File: src/rtl/fp_sub_core_arbiter_if.sv
// Requester-side and core-side bus of the shared float64 subtract core arbiter.
// The master modport is the arbiter's view; slave is the environment's view.
interface fp_sub_core_arbiter_if #(
  parameter int NUM_REQ = 4,
  parameter int DATA_W  = 64
);
  logic [NUM_REQ-1:0]        req_valid;
  logic [NUM_REQ-1:0]        req_ready;
  logic [NUM_REQ*DATA_W-1:0] req_a;
  logic [NUM_REQ*DATA_W-1:0] req_b;
  logic [NUM_REQ-1:0]        req_zsign;
  logic [NUM_REQ-1:0]        resp_valid;
  logic [DATA_W-1:0]         resp_data;
  logic                      resp_err;
  logic                      core_start;
  logic                      core_ready;
  logic                      core_done;
  logic [DATA_W-1:0]         core_a;
  logic [DATA_W-1:0]         core_b;
  logic                      core_zsign;
  logic [DATA_W-1:0]         core_result;

  modport master (
    input  req_valid, req_a, req_b, req_zsign,
    input  core_ready, core_done, core_result,
    output req_ready, resp_valid, resp_data, resp_err,
    output core_start, core_a, core_b, core_zsign
  );

  modport slave (
    output req_valid, req_a, req_b, req_zsign,
    output core_ready, core_done, core_result,
    input  req_ready, resp_valid, resp_data, resp_err,
    input  core_start, core_a, core_b, core_zsign
  );
endinterface

File: src/rtl/fp_sub_core_arbiter.sv
// Round-robin arbiter sharing one multi-cycle float64 subtract core among
// NUM_REQ requesters, with a watchdog that aborts a stuck core call.
module fp_sub_core_arbiter #(
  parameter int NUM_REQ     = 4,
  parameter int DATA_W      = 64,
  parameter int TIMEOUT_CYC = 255
) (
  input  logic                  ap_clk,
  input  logic                  ap_rst_n,
  fp_sub_core_arbiter_if.master bus,
  output logic                  busy
);
  localparam int IDX_W = (NUM_REQ > 1) ? $clog2(NUM_REQ) : 1;
  localparam logic [DATA_W-1:0] ABORT_DATA = DATA_W'(64'h7FF8_0000_0000_0000);

  typedef enum logic [1:0] {IDLE, ISSUE, WAIT, RESP} state_t;

  state_t            state_q, state_d;
  logic [IDX_W-1:0]  rr_ptr_q, rr_ptr_d;
  logic [IDX_W-1:0]  owner_q, owner_d;
  logic [15:0]       wdog_q, wdog_d;
  logic              core_start_q, core_start_d;
  logic [DATA_W-1:0] core_a_q, core_a_d;
  logic [DATA_W-1:0] core_b_q, core_b_d;
  logic              core_zsign_q, core_zsign_d;
  logic [DATA_W-1:0] resp_data_q, resp_data_d;
  logic              resp_err_q, resp_err_d;

  logic [DATA_W-1:0] lane_a [NUM_REQ];
  logic [DATA_W-1:0] lane_b [NUM_REQ];
  logic              win_found;
  logic [IDX_W-1:0]  win_idx;
  logic [15:0]       wdog_sat;
  logic              timeout_hit;

  // req_ready is gated by reset so no grant is offered that cannot be taken.
  for (genvar gi = 0; gi < NUM_REQ; gi++) begin : g_lane
    assign lane_a[gi]         = bus.req_a[gi*DATA_W +: DATA_W];
    assign lane_b[gi]         = bus.req_b[gi*DATA_W +: DATA_W];
    assign bus.req_ready[gi]  = ap_rst_n && (state_q == IDLE) && win_found &&
                                (win_idx == IDX_W'(gi));
    assign bus.resp_valid[gi] = (state_q == RESP) && (owner_q == IDX_W'(gi));
  end

  // Descending scan: the last hit written is the nearest lane at or after rr_ptr.
  always_comb begin
    int cand;
    cand      = 0;
    win_found = 1'b0;
    win_idx   = '0;
    for (int k = NUM_REQ - 1; k >= 0; k--) begin
      cand = int'(rr_ptr_q) + k;
      if (cand >= NUM_REQ) cand = cand - NUM_REQ;
      if (bus.req_valid[IDX_W'(cand)]) begin
        win_found = 1'b1;
        win_idx   = IDX_W'(cand);
      end
    end
  end

  assign wdog_sat    = (wdog_q == 16'hFFFF) ? wdog_q : wdog_q + 16'd1;
  assign timeout_hit = ({1'b0, wdog_q} + 17'd1) >= 17'(TIMEOUT_CYC);

  always_comb begin
    state_d      = state_q;
    rr_ptr_d     = rr_ptr_q;
    owner_d      = owner_q;
    wdog_d       = wdog_q;
    core_start_d = core_start_q;
    core_a_d     = core_a_q;
    core_b_d     = core_b_q;
    core_zsign_d = core_zsign_q;
    resp_data_d  = resp_data_q;
    resp_err_d   = resp_err_q;
    case (state_q)
      IDLE: begin
        if (win_found) begin
          core_a_d     = lane_a[win_idx];
          core_b_d     = lane_b[win_idx];
          core_zsign_d = bus.req_zsign[win_idx];
          owner_d      = win_idx;
          wdog_d       = '0;
          core_start_d = 1'b1;
          state_d      = ISSUE;
        end
      end
      ISSUE: begin
        wdog_d = wdog_sat;
        if (bus.core_ready && bus.core_done) begin
          core_start_d = 1'b0;
          resp_data_d  = bus.core_result;
          resp_err_d   = 1'b0;
          state_d      = RESP;
        end else if (timeout_hit) begin
          core_start_d = 1'b0;
          resp_data_d  = ABORT_DATA;
          resp_err_d   = 1'b1;
          state_d      = RESP;
        end else if (bus.core_ready) begin
          core_start_d = 1'b0;
          state_d      = WAIT;
        end
      end
      WAIT: begin
        wdog_d = wdog_sat;
        if (bus.core_done) begin
          resp_data_d = bus.core_result;
          resp_err_d  = 1'b0;
          state_d     = RESP;
        end else if (timeout_hit) begin
          resp_data_d = ABORT_DATA;
          resp_err_d  = 1'b1;
          state_d     = RESP;
        end
      end
      RESP: begin
        rr_ptr_d = (owner_q == IDX_W'(NUM_REQ - 1)) ? '0 : owner_q + 1'b1;
        state_d  = IDLE;
      end
      default: state_d = IDLE;
    endcase
  end

  always_ff @(posedge ap_clk or negedge ap_rst_n) begin
    if (!ap_rst_n) begin
      state_q      <= IDLE;
      rr_ptr_q     <= '0;
      owner_q      <= '0;
      wdog_q       <= '0;
      core_start_q <= 1'b0;
      core_a_q     <= '0;
      core_b_q     <= '0;
      core_zsign_q <= 1'b0;
      resp_data_q  <= '0;
      resp_err_q   <= 1'b0;
    end else begin
      state_q      <= state_d;
      rr_ptr_q     <= rr_ptr_d;
      owner_q      <= owner_d;
      wdog_q       <= wdog_d;
      core_start_q <= core_start_d;
      core_a_q     <= core_a_d;
      core_b_q     <= core_b_d;
      core_zsign_q <= core_zsign_d;
      resp_data_q  <= resp_data_d;
      resp_err_q   <= resp_err_d;
    end
  end

  assign bus.core_start = core_start_q;
  assign bus.core_a     = core_a_q;
  assign bus.core_b     = core_b_q;
  assign bus.core_zsign = core_zsign_q;
  assign bus.resp_data  = resp_data_q;
  assign bus.resp_err   = resp_err_q;
  assign busy           = (state_q != IDLE);
endmodule

File: src/flat_wrapper.sv
// flat-port wrapper written by rule: the top's interface ports become plain ports
module fp_sub_core_arbiter_flat 
#(
  parameter int NUM_REQ     = 4,
  parameter int DATA_W      = 64,
  parameter int TIMEOUT_CYC = 255
)
  (ap_clk, ap_rst_n, busy, bus_req_valid, bus_req_a, bus_req_b, bus_req_zsign, bus_core_ready, bus_core_done, bus_core_result, bus_req_ready, bus_resp_valid, bus_resp_data, bus_resp_err, bus_core_start, bus_core_a, bus_core_b, bus_core_zsign);
  fp_sub_core_arbiter_if #(.NUM_REQ(NUM_REQ), .DATA_W(DATA_W)) bus_i ();
  input  logic ap_clk;
  input  logic ap_rst_n;
  output logic busy;
  input wire logic [$bits(bus_i.req_valid)-1:0] bus_req_valid;
  input wire logic [$bits(bus_i.req_a)-1:0] bus_req_a;
  input wire logic [$bits(bus_i.req_b)-1:0] bus_req_b;
  input wire logic [$bits(bus_i.req_zsign)-1:0] bus_req_zsign;
  input wire logic [$bits(bus_i.core_ready)-1:0] bus_core_ready;
  input wire logic [$bits(bus_i.core_done)-1:0] bus_core_done;
  input wire logic [$bits(bus_i.core_result)-1:0] bus_core_result;
  output wire logic [$bits(bus_i.req_ready)-1:0] bus_req_ready;
  output wire logic [$bits(bus_i.resp_valid)-1:0] bus_resp_valid;
  output wire logic [$bits(bus_i.resp_data)-1:0] bus_resp_data;
  output wire logic [$bits(bus_i.resp_err)-1:0] bus_resp_err;
  output wire logic [$bits(bus_i.core_start)-1:0] bus_core_start;
  output wire logic [$bits(bus_i.core_a)-1:0] bus_core_a;
  output wire logic [$bits(bus_i.core_b)-1:0] bus_core_b;
  output wire logic [$bits(bus_i.core_zsign)-1:0] bus_core_zsign;
  assign bus_i.req_valid = bus_req_valid;
  assign bus_i.req_a = bus_req_a;
  assign bus_i.req_b = bus_req_b;
  assign bus_i.req_zsign = bus_req_zsign;
  assign bus_i.core_ready = bus_core_ready;
  assign bus_i.core_done = bus_core_done;
  assign bus_i.core_result = bus_core_result;
  assign bus_req_ready = bus_i.req_ready;
  assign bus_resp_valid = bus_i.resp_valid;
  assign bus_resp_data = bus_i.resp_data;
  assign bus_resp_err = bus_i.resp_err;
  assign bus_core_start = bus_i.core_start;
  assign bus_core_a = bus_i.core_a;
  assign bus_core_b = bus_i.core_b;
  assign bus_core_zsign = bus_i.core_zsign;
  fp_sub_core_arbiter #(.NUM_REQ(NUM_REQ), .DATA_W(DATA_W), .TIMEOUT_CYC(TIMEOUT_CYC)) u_core (.ap_clk(ap_clk), .ap_rst_n(ap_rst_n), .bus(bus_i), .busy(busy));
endmodule
File: config.mk
export PLATFORM = sky130hd
export DESIGN_NAME = fp_sub_core_arbiter_flat
export DESIGN_NICKNAME = d
export VERILOG_FILES = /design/src/rtl/fp_sub_core_arbiter_if.sv /design/src/rtl/fp_sub_core_arbiter.sv /design/src/flat_wrapper.sv
export SDC_FILE = /design/constraint.sdc
export NUM_CORES = 1
export LEC_CHECK = 0
export CORE_AREA = 2 2 304 306
export CTS_CLUSTER_DIAMETER = 30
export DETAILED_ROUTE_END_ITERATION = 12
export DIE_AREA = 0 0 306 308
export PLACE_DENSITY = 0.38
export SYNTH_ARGS = -nofsm -noshare
export SYNTH_HDL_FRONTEND = slang
export SYNTH_SLANG_ARGS = --single-unit
File: constraint.sdc
create_clock -name ap_clk -period 5.5 [get_ports ap_clk]
set_input_delay 1.1 -clock ap_clk [delete_from_list [all_inputs] [get_ports ap_clk]]
set_output_delay 1.1 -clock ap_clk [all_outputs]
set_load 0.02 [all_outputs]
# Word-level counts from Yosys, hierarchy flattened
# Cells that the tools add are included.
# W data, S select, Z words.
[word_totals]
register_bits = 217
out_inout_bits = 204
wordCells = 125
[op_classes]
n_addsub = 10
n_lt_le_gt_ge = 11
n_eq_ne = 14
n_mux = 56
n_bitwise = 1
reduce_logical = 23
[ops]
columns = ["cell", "n"]
rows = [
  ["$mux W64", 7],
  ["$bmux W64 S2", 2],
  ["$pmux W64 S2", 1],
  ["$mux W16", 2],
  ["$pmux W16 S2", 1],
  ["$mux W2", 15],
  ["$mux W1", 20],
  ["$add A16 B1 Y17 const B", 1],
  ["$ge A17 B8 Y1 const B", 1],
  ["$add A16 B1 Y16 const B", 1],
  ["$eq A16 B16 Y1 const B", 1],
  ["$lt A2 B4 Y1 const B", 4],
  ["$eq A2 B2 Y1 const B", 6],
  ["$ge A3 B3 Y1 const B", 4],
  ["$logic_and A1 B1 Y1", 11],
  ["$bmux W1 S2", 5],
  ["$reduce_and A3 Y1", 3],
  ["$pmux W2 S4", 1],
  ["$reduce_bool A2 Y1", 4],
  ["$sub A2 B1 Y2 const B", 4],
  ["$add A2 B2 Y3 const B", 2],
  ["$eq A2 B1 Y1 const B", 3],
  ["$logic_not A2 Y1", 3],
  ["$ne A4 B2 Y1 const B", 1],
  ["11 further kinds", 12],
]

# Longest topological paths before layout
# Gate-level depths: netlist of run 1.
[logic_depth]
depth_word = 14
ltp_mapped = 10
mapped_depth_nobuf = 9

# Worst setup path before layout of run 1
# OpenSTA, ideal clock, no wires.
[synth_timing]
path_type = "input-to-output"
startpoint = "in bus_req_valid[2]"
endpoint = "out bus_req_ready[1]"
arrival_time_ns = 2.730
required_time_ns = 4.400
setup_slack_ns = 1.670
path_stages = 7
cell_sequence = "mux2i_1 -> nor2_1 -> or3_1 -> clkbuf_1 -> clkbuf_1 -> clkbuf_1 -> nor3b_1"
[synth_via]
elab_chain_cells = 9
elab_cells_between_ends = 23
[synth_lines]
columns = ["element", "line_no", "rtl"]
rows = [
  ["from (decl)", "flat_wrapper.sv:13", "input wire logic [$bits(bus_i.req_valid)-1:0] bus_req_valid;"],
  ["$bmux W1 S2", "fp_sub_core_arbiter.sv:54", "if (bus.req_valid[IDX_W'(cand)]) begin"],
  ["$mux W1 (not written as such) (2 in series)", "fp_sub_core_arbiter.sv:54", ""],
  ["$mux W2 or $mux W1 (tied branches) (4 in series)", "fp_sub_core_arbiter.sv:54", ""],
  ["$eq A2 B1 Y1 or $logic_and A1 B1 Y1 (tied branches)", "fp_sub_core_arbiter.sv:41, fp_sub_core_arbiter.sv:40", ""],
  ["$logic_and A1 B1 Y1 (*)", "fp_sub_core_arbiter.sv:40", "assign bus.req_ready[gi] = ap_rst_n && (state_q == IDLE) && win_found &&"],
  ["to (decl)", "flat_wrapper.sv:20", "output wire logic [$bits(bus_i.req_ready)-1:0] bus_req_ready;"],
]
# Every way passes the cells marked *; elsewhere a longest branch is shown, timed or not. The select of a mux whose other input is x is not followed.

# Worst setup path after layout of run 1
[layout_timing]
startpoint = "in bus_req_valid[3]"
endpoint = "out bus_req_ready[0]"
[layout_via]
elab_chain_cells = 9
elab_cells_between_ends = 23
[layout_lines]
columns = ["element", "line_no"]
rows = [
  ["$bmux W1 S2", "fp_sub_core_arbiter.sv:54"],
  ["$mux W1 (not written as such) (2 in series)", "fp_sub_core_arbiter.sv:54"],
  ["$mux W2 or $mux W1 (tied branches) (4 in series)", "fp_sub_core_arbiter.sv:54"],
  ["$logic_not A2 Y1 or $logic_and A1 B1 Y1 (tied branches)", "fp_sub_core_arbiter.sv:41, fp_sub_core_arbiter.sv:40"],
  ["$logic_and A1 B1 Y1 (*)", "fp_sub_core_arbiter.sv:40"],
]
# Marks and branches as above.

==> impl_summary.md, run 1 <==
Status
The run finished with clean final reports.

Timing
The post-route minimum period is 4320 ps. The headroom to the max-slew limit is 12.4%. The final-report max-slew violation count is 0. Clock skew on the completed layout was measured at 39.4 ps.

After routing, the total negative slack on setup checks comes to 0 ps. The hold violation count in the final report was 0. Based on the critical path, the design can be clocked at up to 0.231 GHz. The share of the cycle needed by the critical path after routing is 78.6%.

Setup repair after global routing left no endpoint under its margin. The pin slew with the least headroom to its limit is 1310 ps. Setup violations remaining at the end of the flow were counted as 0.

Place
Port buffering added 791 buffers. The wire-length estimate of the detail-placed layout is 53600 µm. The routability congestion estimate from global placement is 0.863. The standard cell area after detailed placement is 21600 µm².

Cells and area
Once layout is done, the placed cells without fillers occupy 24700 µm². The layout-stage area growth over the synthesis result is 98.0%. The utilization after layout is 27.1%. The layout filler cell count is 9883. The net count of the finished layout is 3116. The most common library cell in the layout ignoring fill and taps is clkdlybuf4s50_1. In the layout the commonest cells are clkdlybuf4s50_1, nor2_1, nand2_1. In the final layout, the share of cells above drive strength 1 is 6.39%.

Global routing
Across every metal layer, demand over resource in global routing totals 14.7%. Entering global routing, the biggest net connects 146 pins. The initial antenna violation count is 14.

The number of global-route vias before repair is 15600. The global-route wire length before repair is 103000 µm. The remaining global-route overflow is 0.

Run
The max-capacitance violation count is 0.

Critical path
STA puts the critical path data arrival time at 3220 ps. The critical path in this run is classified as in -> out. At the worst endpoint, the required time is 4400 ps.

The worst-path maximum fanout is 5. The sort of element at the end of the critical path is a primary output. STA classifies the critical path startpoint as a primary input.

Drt
After detailed routing, the average wire length per cell comes to 19.0 µm. The starting DRC count in detailed routing is 774. The length of routed wiring on met1 is 28400 µm. The final routed DRC violation total is 0. The highest layer used for signal routing is met5. Summed over all nets, wire length on met3 after detailed routing comes to 6040 µm. The detailed route wirelength on metal2 is 34800 µm. The detail route stage leaves a number of antenna-violating nets equal to 0. The routed via count divided by cell count is 4.00. The number of search-and-repair iterations in the first detailed-routing pass is 5.

Summed over all layers, the routed wires come to 71800 µm. The total number of vias is 15100.

Clock network
The clock tree root driver cell is clkbuf_16. After clock tree synthesis, the setup repair step added 0 buffers. The post-cts repair resize count is 0. The worst-case clock buffer depth is 3. In this run, post-CTS hold repair placed 0 buffers. Clock latency on the worst-skew pair, taken at its later pin, is 630 ps. The TritonCTS clock tree is done. After clock tree synthesis, the clock-pin slew on the worst setup and hold paths is 40 ps.

The CTS buffer count is 89. The number of clock sinks is 217. The level count of the clock H-tree is 3.

Yosys
The synthesized instance count is 1753. Yosys printed 0 warnings. The count of flip-flops with a built-in enable after synthesis is 0.

The portion of synthesized area spent on multiplexers is 0.331%. The predominant post-synthesis flop cell is dfrtp_1. A synthesized cell averages 7.12 µm².

After synthesis, the netlist uses 44 different library cells. In the synthesized netlist the async set-or-reset flop fraction comes to 100%. The mapped netlist covers 12500 µm². The post-synthesis sequential area ratio is 43.5%. The xor-xnor portion of the synthesized cell area is 0.140%.

Counting flops and latches in the post-synthesis netlist gives 217. Of the total synthesized cell area, the portion taken by AND, OR, NAND and NOR gates is 32.0%. Ranked by total cell area, the synthesized netlist is headed by dfrtp_1, nor2_1, nand2_1, o21ai_0, nand3_1. The largest family of logic cells by synthesized area is simple AND/OR/NAND/NOR gates. The number of nets in the synthesized netlist is 2352. The share of the synthesized area in compound gates (AO/OA/AOI/OAI) is 18.2%. Of all cell types, the one taking the most synthesized area is dfrtp_1.

Of the total synthesized cell area, the portion taken by full adders, half adders and majority gates is 1.10%. The area share of the largest cell type after synthesis is 43.5%.

Power
In this run the power density over the cells is 584 nW/µm². Summed over all cells, the static leakage comes to 0.0103 µW. The overall power of the completed layout is 14400 µW. Across the VDD grid, the largest voltage drop is 0.328 mV.

Die
The die is 306 µm wide. The total number of placement rows is 111. The core region area is 91000 µm². The die covers 94200 µm².

Once the floorplan was initialized, standard cells occupied 13.7% of the core. The y dimension of the die is 308 µm. 792 I/O pins were placed.

Worst hold path
The path class of the tightest hold or removal check is in -> async.
==> flip-flops by register name, indices dropped and copies added, names as in the netlist <==
register / count
u_core.bus.core_a: 64
u_core.bus.core_b: 64
u_core.bus.resp_data: 64
u_core.wdog_q: 16
u_core.owner_q: 2
u_core.rr_ptr_q: 2
u_core.state_q: 2
u_core.bus.core_start: 1
u_core.bus.core_zsign: 1
u_core.bus.resp_err: 1
==> metrics by stage <==
stage	hold WS (ps)	setup slack, ps	cells
2_1_floorplan	467	1670	1753
3_3_place_gp	464	1140	3612
3_5_place_dp	470	1120	3612
4_1_cts	323	1110	3770
5_1_grt	338	965	3779
6_report	350	1180	3781
==> path summary, 6_finish.rpt <==
| kind | startpoint | end | slack (ps) | depth (start not counted) |
|---|---|---|---|---|
| max in group asynchronous | ap_rst_n | u_core.bus.core_b[33] | 3720 | 2 |
| worst min-delay path | ap_rst_n | u_core.bus.resp_data[52] | 350 | 1 |
| worst min register to register | u_core.bus.core_a[6] | u_core.bus.core_a[6] | 470 | 2 |
| worst max register to register | u_core.wdog_q[0] | u_core.bus.resp_data[9] | 1980 | 9 |
| min in group ap_clk | u_core.bus.core_a[6] | u_core.bus.core_a[6] | 470 | 2 |
| worst max-delay path | bus_req_valid[3] | bus_req_ready[0] | 1180 | 5 |
==> cell type report <==
type	count	area, µm²	share of cell area (%)
repair buffers	808	8140	33.0
multi-input cells	1390	6490	26.3
flip-flops and latches	217	5430	22.0
clock buffers	142	2730	11.0
well taps	1186	1480	6.01
clock inverters	16	360	1.46
inverters	11	41.3	0.167
diodes	11	27.5	0.111
==> Yosys cell counts (2+ instances only) <==
cell and number:
a21oi_1 9, clkbuf_1 118, inv_1 11, o41ai_1 3, nand2b_1 3, or3_1 4
and3_1 2, buf_2 4, nor3b_1 2, ha_1 11, nor3_1 7, o21ai_0 280
and2_1 7, buf_6 5, or2_2 2, o22a_1 12, a31oi_1 3, nor2_1 407
xnor2_1 2, dfrtp_1 217, nand4_1 5, mux2i_1 3, o21a_1 3, o31ai_1 12
nand2_1 406, nand3_1 138, buf_1 7, nor4_1 2, a22o_1 53
==> critical path, cell delays in order <==
cell             delay, ps
clkdlybuf4s50_1        510
nor4_1                 700
nand3b_1               260
nor3b_1                 80
clkdlybuf4s50_1        570
==> where the power goes <==
part | switching [µW] | total, µW | internal, µW
combinational | 3920 | 6590 | 2670
clock | 1390 | 4980 | 3590
sequential | 492 | 2860 | 2370
total | 5800 | 14400 | 8630
==> metal layers <==
metal / up-vias / GRT usage [%]
met3: 129 / 5.52
li1: 7406 / -
met2: 584 / 24.7
met4: 4 / 6.04
met5: - / 0
met1: 6993 / 16.7
==> kinds of logic after synthesis <==
logic type | count (synthesis)
flops | 217
simple gates | 988
xor+xnor | 2
buf+inv | 146
fa+ha+maj | 11
compound gates | 385
mux | 4
Note: power is estimated with default switching activity, not from simulation.
==> run 2, diff against run 1 <==
- CORE_AREA: 2 2 304 306 -> 2 2 307 309
- DIE_AREA: 0 0 306 308 -> 0 0 309 311
- clock period: 5.5 -> 4.4 ns (I/O delays scaled with it)
==> run 2 against run 1 <==
Non-clock buffer count up 11; combinational power up 26%; global-route usage down 0.45 points; count of clock-buffer cells in the layout down 7; sequential power up 25%; wire length down 2.5%; clock power up 17%; critical endpoint is now bus_req_ready[1].
==> impl_summary.md, run 2 (same netlist as run 1, synthesis figures left out) <==
Status
The flow ran to the end, and the final reports show no timing, DRC or antenna violations.

Critical path
The worst endpoint required time is 3520 ps (-880 ps). STA classifies the critical path startpoint as a primary input. The register-to-register path setup slack is 1210 ps (-770 ps). The worst-path maximum fanout came to 5 (unchanged).

The worst setup path category is in -> out. The data arrival time of the critical path is 3090 ps (-130 ps). The beginning of the worst register-to-register path is u_core.wdog_q[0].

The depth of the worst register-to-register path is 9 (unchanged). The sort of element at the end of the critical path is a primary output. The endpoint identified for the worst register-to-register timing path is u_core.bus.resp_data[40].

Drt
The wire length reported by the detailed router is 70000 µm (-2.5%). The routed via count divided by cell count came to 3.93 (-1.7%). The per-cell routed wire length came to 18.2 µm (-4.3%). The total number of vias is 15100 (+0.086%).

The number of search-and-repair iterations in the first detailed-routing pass is 7 (+2). The remaining number of nets flagged by the antenna check after routing was 0 (unchanged). The final routed DRC violation total was 0 (unchanged). The starting DRC count in detailed routing is 681 (-12%).

Cells and area
The layout filler cell count is 10100 (+2.6%). The area of the multi-input gates is 6490 µm² (unchanged). The share of final-layout standard cells stronger than drive strength 1 is 6.75% (+0.37 points). The number of nets in the finished design was 3124 (+0.26%). Compared with the post-synthesis result, the final layout area differs by 97.5%. The area used by sequential logic in the layout is 5430 µm² (unchanged). The count of non-filler cells in the finished layout was 3851 (+1.9%). The final design area excluding fillers is 24600 µm² (-0.24%). In the layout the commonest cells are clkdlybuf4s50_1, nor2_1, nand2_1. The most common library cell in the layout ignoring fill and taps is clkdlybuf4s50_1.

Clock network
The TritonCTS clock tree is done. The CTS buffer count came to 86 (-3.4%). The setup fix buffers added after clock tree synthesis is 0 (unchanged). The clock tree root driver cell is clkbuf_16. The hold-fix buffer count after cts is 0 (unchanged).

The worst-case clock buffer depth is 3 (unchanged). The post-cts repair resize count came to 0 (unchanged). The number of clock sinks is 217 (unchanged). The register clock-pin slew on the reported worst setup and hold paths is 40 ps (about the same).

The clock latency at the later pin of the worst-skew pair is 600 ps (-30 ps). The level count of the clock H-tree is 3 (unchanged).

Place
The routability congestion estimate from global placement was 0.866 (+0.31%). The port buffer count came to 791 (unchanged). The HPWL reported at the end of detailed placement was 52800 µm (-1.5%). The number of placed instances, taps included is 3691 (+2.2%). The standard cell area after detailed placement is 21800 µm² (+0.89%).

Die
The core region area is 92800 µm² (+2.0%). The y dimension of the die is 311 µm (+0.97%). The top-level I/O count is 792 (unchanged). The total number of placement rows was 112 (+0.90%).

The die span in x is 309 µm (+0.98%). The die outline area came to 96100 µm² (+2.0%). The initial cell density of the core is 13.4% (-0.27 points).

Timing
The post-route clock skew is 12.5 ps (-26.9 ps). The post-route worst hold slack is 362 ps (+12.1 ps). Setup repair after global routing left no endpoint under its margin. The final-report max-slew violation count is 0 (unchanged). The hold violation count in the final report came to 0 (unchanged). The achievable frequency is 0.252 GHz. The headroom to the max-slew limit is 21.2% (+8.8 points). In the finished design, the share of the clock period the worst path needs comes to 90.1%. The total of endpoints with negative setup slack in the final report came to 0 (unchanged). The worst path in the final design needs a cycle of 3970 ps, including I/O delays and setup. The pin slew with the least headroom to its limit is 1180 ps (-132 ps). The post-route setup TNS is 0 ps (unchanged).

Global routing
The number of global-route vias before repair is 15800 (+1.8%). The overall global routing resource usage came to 14.2% (-0.45 points). The largest net degree at the start of global routing was 142 (-2.7%).

The initial antenna violation count was 12 (-2). The global-route wire length before repair was 103000 µm (-0.29%). The remaining global-route overflow is 0 (unchanged).

Power
The switching share of power is 40.2% (-0.069 points). The net load switching power is 7090 µW (+22%). The share of power burned in combinational logic is 46.9% (+1.2 points). The maximum vdd drop was 0.344 mV (+4.8%). The overall power of the completed layout is 17700 µW (+22%). The sequential cell fraction of total power came to 20.2% (+0.4 points). The share of power burned in the clock network was 32.9% (-1.6 points).

The internal power summed over all cells is 10600 µW (+23%). The leakage power of the design is 0.0103 µW (-0.23%). The power per cell area is 717 nW/µm² (+23%).

Run
The max-capacitance violation count is 0 (unchanged).

Worst hold path
The tightest min-delay check is of the in -> async type.
run 2: cell count changes in the layout (fill, tap and decap cells not counted), moves of 5 or more:
cell | previous run | this run
diode_2 | 11 | 6
clkinv_2 | 4 | 15
buf_4 | 10 | 19
clkbuf_8 | 30 | 24
clkinv_16 | 5 | 0
run 2: layer usage:
metal | vias to the layer above | GRT usage, % | share of wire, %
met5 | - | 0 | 0.074
met4 | 8 | 4.57 | 2.0
met3 | 100 | 5.16 | 8.6
met2 | 544 | 25.1 | 51
met1 | 7056 | 15.7 | 39
li1 | 7421 | - | -
run 2: area by class of cell:
type,count,share of cell area [%]
clock buffers,135,10.9
multi-input cells,1390,26.3
inverters,11,0.168
repair buffers,819,33.5
clock inverters,19,0.665
diodes,6,0.0610
well taps,1254,6.37
flip-flops and latches,217,22.0
run 2: worst max-delay path by stage:
stage | cells past startpoint | slack (ps) | start | to
floorplan | 7 | 1010 | bus_req_valid[2] | bus_req_ready[1]
global placement | 5 | 490 | bus_req_valid[3] | bus_req_ready[1]
detailed placement | 6 | 450 | bus_req_valid[0] | bus_req_ready[1]
CTS | 6 | 440 | bus_req_valid[0] | bus_req_ready[1]
global route | 6 | 390 | bus_req_valid[0] | bus_req_ready[1]
finish | 6 | 430 | bus_req_valid[0] | bus_req_ready[1]
run 2: through the flow:
step | util (%) | setup WS, ps
after CTS | 26.5 | 439
after floorplan | - | 1010
after detailed placement | 23.5 | 453
final | 26.6 | 434
after global placement | 23.5 | 494
after global routing | 26.6 | 391
run 2: power groups by stage:
stage	Sequential, µW	Clock (µW)	Combinational [µW]
6_report	3570	5810	8280
5_1_grt	3710	6080	9140
4_1_cts	3600	5970	8500
3_5_place_dp	3580	0	8480
3_3_place_gp	3570	0	8430
2_1_floorplan	4530	0	3340
run 2: worst max-delay path: stages:
cell	delay [ps]
clkdlybuf4s50_1	490
mux2i_1	180
nor2_1	90
or3_4	420
nor3b_1	350
clkdlybuf4s50_1	670
==> patch 1 (flow settings as in run 2) <==
`DATA_W` is set to 64 in 3 places; all go to 68.
--- a/src/rtl/fp_sub_core_arbiter_if.sv
+++ b/src/rtl/fp_sub_core_arbiter_if.sv
@@ -4,3 +4,3 @@
   parameter int NUM_REQ = 4,
-  parameter int DATA_W  = 64
+  parameter int DATA_W  = 68
 );
--- a/src/rtl/fp_sub_core_arbiter.sv
+++ b/src/rtl/fp_sub_core_arbiter.sv
@@ -4,3 +4,3 @@
   parameter int NUM_REQ     = 4,
-  parameter int DATA_W      = 64,
+  parameter int DATA_W      = 68,
   parameter int TIMEOUT_CYC = 255
--- a/src/flat_wrapper.sv
+++ b/src/flat_wrapper.sv
@@ -4,3 +4,3 @@
   parameter int NUM_REQ     = 4,
-  parameter int DATA_W      = 64,
+  parameter int DATA_W      = 68,
   parameter int TIMEOUT_CYC = 255
Ports: changed (6 resized); port bits go from 792 to 840. No check against the original RTL was run, so the function may have changed too.
==> patch 1 against run 2 <==
Power rose by 4.0%. Sequential cell count rose by 12. Register-to-register slack improved by 160 ps. Die area did not move. Design area rose by 4.9%. Clock power barely moved. Routed wire length rose by 7.9%. Synthesized area rose by 6.3%. Setup slack improved by 86 ps. Via count rose by 5.4%. Combinational power rose by 6.8%. Non-clock buffer count rose by 51. Clock skew rose by 38 ps.
==> patch 1: results (changes against run 2) <==
| Metric | Value |
|---|---|
| Final GP Congestion | 0.898 (was 0.866) |
| Syn nets | 2512 (was 2352) |
| Count leader, synth | nand2_1 (was nor2_1) |
| Clkbuf count | 119 (was 135) |
| FILL cells | 10100 (about the same) |
| Peak VDD IR | 435 uV (was 344 uV) |
| Detail Placement HPWL | 58400 um (was 52800 um) |
| Plain + repair buffers | 870 (was 819) |
| GR Layer Usage met3 | 5.43% (was 5.16%) |
| # clock sinks | 229 (was 217) |
| I/O Buffers | 839 (was 791) |
| Layout Cells excl Fill | 4017 (was 3851) |
| Reg2reg start | u_core.rr_ptr_q[1] (was u_core.wdog_q[0]) |
| Inverters, non-clock | 24 (was 11) |
| Clk Latency, worst-skew pair | 620 ps (was 600 ps) |
| Initial DRC count | 1000 (was 681) |
| Placed insts | 3858 (was 3691) |
| ANT cells | 7 (was 6) |
| Met1 usage | 16.8% (was 15.7%) |
| Total Nets Final | 3325 (was 3124) |
| Vias in the first global route | 16600 (was 15800) |
| Static Leakage | 10.9 nW (was 10.3 nW) |
| Global-route wire length before repair | 109000 um (was 103000 um) |
| Storage element area | 5730 um2 (was 5430 um2) |
| Cells on worst reg2reg path | 7 (was 9) |
| Syn avg cell area | 7.07 um2 (was 7.12 um2) |
| Crit path DAT | 3000 ps (was 3090 ps) |
| Post-synthesis sequential area ratio | 43.2% (was 43.5%) |
| Status | completed (unchanged) |
| GRT met2 Usage | 26.5% (was 25.1%) |
| Post-synth top cells | nand2_1 (440), nor2_1 (435), o21ai_0 (285) (was nor2_1 (407), nand2_1 (406), o21ai_0 (280)) |
| Multi-input gate area | 6870 um2 (was 6490 um2) |
| Main area contributors after synthesis | dfrtp_1 (43%), nand2_1 (12%), nor2_1 (12%), o21ai_0 (11%), nand3_1 (5.4%) (was dfrtp_1 (44%), nor2_1 (12%), nand2_1 (12%), o21ai_0 (11%), nand3_1 (5.5%)) |
| Multi-input gates | 1481 (was 1390) |
| Multi-input combinational area share | 26.6% (was 26.3%) |
==> patch 1: cells by family after synthesis <==
family          count (synthesis)  share of synthesized area (%)
simple gates                 1066                           32.7
compound gates                395                           17.2
flops                         229                           43.2
buf+inv                       167                           5.25
fa+ha+maj                      11                           1.04
xor+xnor                        5                          0.330
mux                             4                          0.321
==> patch 1: where the power goes <==
| part | total (mW) | switching [mW] | internal [mW] |
|---|---|---|---|
| registers | 3.73 | 0.604 | 3.12 |
| clock network | 5.79 | 1.73 | 4.07 |
| logic | 8.84 | 5.23 | 3.61 |
| total | 18.4 | 7.57 | 10.8 |
==> patch 1: routing by layer <==
layer | wire length [um] | part of all wire (%)
met1 | 29200 | 39
met2 | 37500 | 50
met3 | 6670 | 8.8
met4 | 2170 | 2.9
met5 | 33 | 0.044
==> patch 1: worst max-delay path, cell delays in order <==
cell and delay, ps:
clkdlybuf4s50_1 560, a21oi_1 90, o21a_1 200, o22ai_4 250
nor3b_1 250, buf_4 170, clkdlybuf4s50_1 590
==> patch 2 (settings of run 2) <==
Without the edit above. Re-encode `state_t` (4 states) as Gray code, 2 bits wide.
--- a/src/rtl/fp_sub_core_arbiter.sv
+++ b/src/rtl/fp_sub_core_arbiter.sv
@@ -15,3 +15,3 @@
 
-  typedef enum logic [1:0] {IDLE, ISSUE, WAIT, RESP} state_t;
+  typedef enum logic [1:0] {IDLE = 2'b00, ISSUE = 2'b01, WAIT = 2'b11, RESP = 2'b10} state_t;
 
Behaviour: no difference found for any inputs over 4 cycles, from zero or initial values and one cycle with ap_rst_n low; so few cycles prove little.
==> patch 2 against run 2 <==
Design area grew 1.7%. Sequential cell count is the same. Sequential share of layout area shrank 0.36 points. Setup slack gained 200 ps. Synthesized area grew 2.1%. Clock skew grew 11 ps. Sequential power is essentially flat. Routed wire length grew 11%. Power grew 1.7%. Combinational power grew 0.8%. Highest routed layer unchanged. Global-route usage grew 1.4 points.
==> patch 2: results (changes against run 2) <==
| Metric | Value |
|---|---|
| Status | completed (unchanged) |
| Detail Placement HPWL | 59300 um (was 52800 um) |
| Main area contributors after synthesis | dfrtp_1 (43%), mux2_2 (11%), mux2i_1 (11%), o22ai_1 (6.4%), a21oi_1 (5.9%) (was dfrtp_1 (44%), nor2_1 (12%), nand2_1 (12%), o21ai_0 (11%), nand3_1 (5.5%)) |
| Syn nets | 1837 (was 2352) |
| I/O Buffers | 791 (unchanged) |
| Max Cap Viol | 0 (unchanged) |
| CTS root buffer | clkbuf_16 (unchanged) |
| Via count | 13800 (was 15100) |
| Initial DRC count | 664 (was 681) |
| Cells on worst reg2reg path | 7 (was 9) |
| FILL cells | 9827 (was 10100) |
| Final Skew | 23.7 ps (was 12.5 ps) |
| Worst Setup SP | bus_req_valid[0] (unchanged) |
| CTS H-Tree Depth | 3 (unchanged) |
| First-pass detailed-route iteration total | 4 (was 7) |
| Ys async rst share | 100% (unchanged) |
| Reg2reg start | u_core.wdog_q[0] (unchanged) |
| GRT Util Overall | 15.6% (was 14.2%) |
| Worst Hold Class | in -> async (unchanged) |
| Post-synthesis sequential area ratio | 42.7% (was 43.5%) |
| Ys Warns | 0 (unchanged) |
| Final GP Congestion | 0.857 (was 0.866) |
| Post-synth top cells | dfrtp_1 (217), a21oi_1 (150), mux2i_1 (134) (was nor2_1 (407), nand2_1 (406), o21ai_0 (280)) |
| Post-CTS Setup Repair Bufs | 0 (unchanged) |
| Worst-path clk slew | 40 ps (about the same) |
| Global-route wire length before repair | 109000 um (was 103000 um) |
| Total Nets Final | 2637 (was 3124) |
| Post-cts sizing count | 0 (unchanged) |
| Routed WL | 78100 um (was 70000 um) |
| Peak VDD IR | 544 uV (was 344 uV) |
| Synth cell types | 55 (was 44) |
| R2R Setup Slk | 1200 ps |
| Worst slew pin tran | 1190 ps (was 1180 ps) |
| Static Leakage | 9.82 nW (was 10.3 nW) |
| Largest net degree at the start of global routing | 134 (was 142) |
| Crit path DAT | 2890 ps (was 3090 ps) |
| CP max FO | 5 (unchanged) |
| Clk Latency, worst-skew pair | 610 ps |
| Final hold slack | 143 ps (was 362 ps) |
| Number of antenna violations at the first check in global routing | 31 (was 12) |
| Max Buffers Root-to-Sink | 3 (unchanged) |
| R2r endpoint | u_core.bus.resp_data[51] (was u_core.bus.resp_data[40]) |
| Share of post-route cells with drive strength above 1 | 16.2% (was 6.75%) |
| CTS Buf Count | 89 (was 86) |
| Vias in the first global route | 15000 (was 15800) |
## patch 2: worst max-delay path by stage
stage / cells after the start / to / slack (ps)
detailed placement: 9 / u_core.bus.core_a[12] / 450
global route: 6 / bus_req_ready[0] / 480
global placement: 9 / u_core.bus.core_a[12] / 480
floorplan: 9 / bus_req_ready[1] / 1120
CTS: 6 / bus_req_ready[0] / 590
finish: 6 / bus_req_ready[1] / 630
## patch 2: area by class of cell
type	count	area [um2]	share of cell area (%)
Timing Repair Buffer	827	8270	33.0
Multi-Input combinational cell	899	6730	26.9
Sequential cell	217	5430	21.7
Clock buffer	142	2770	11.0
Tap cell	1254	1570	6.26
Clock inverter	22	226	0.904
Inverter	9	33.8	0.135
Antenna cell	11	27.5	0.110
## patch 2: per-layer routing
layer  global-route usage [%]  wire (um)  vias to the layer above  part of all wire, %
li1                         -          -                     6410                    -
met4                     6.61       1960                       20                  2.5
met2                     26.9      39600                      557                   51
met1                     17.0      29700                     6652                   38
met3                     6.01       6640                      134                  8.5
met5                        0        135                        -                 0.17
## patch 2: kinds of logic (layout without fill, tap and decap cells)
family	count (synthesis)	after routing	share of synthesized area (%)
AO/OA/AOI/OAI	472	472	23.6
buffers and inverters	127	1000	4.78
other	0	11	0
XOR/XNOR	2	2	0.138
flip-flops	217	217	42.7
multiplexers	265	265	22.2
AND/OR/NAND/NOR	154	154	6.07
adder cells (fa/ha/maj)	6	6	0.590
## patch 2: stage by stage
stage,cell area (um2),setup slack (ps),instances
after detailed placement,22000,452,3206
after floorplan,12700,1120,1243
after global routing,25100,476,3381
after global placement,22000,485,3206
final,25100,633,3381
after CTS,25000,588,3370
## patch 2: worst max-delay path: stages
cell	delay (ps)
clkdlybuf4s50_1	490
nor4_1	620
nor2_4	120
nand3_1	150
nor2_1	70
clkdlybuf4s50_1	560
## patch 2: report_power, final
group,internal (mW),switching (mW),leakage [nW],total [mW]
clock,4.30,1.75,1.49,6.06
combinational,3.92,4.43,5.77,8.35
sequential,2.93,0.639,2.56,3.57
total,11.2,6.82,9.82,18.0
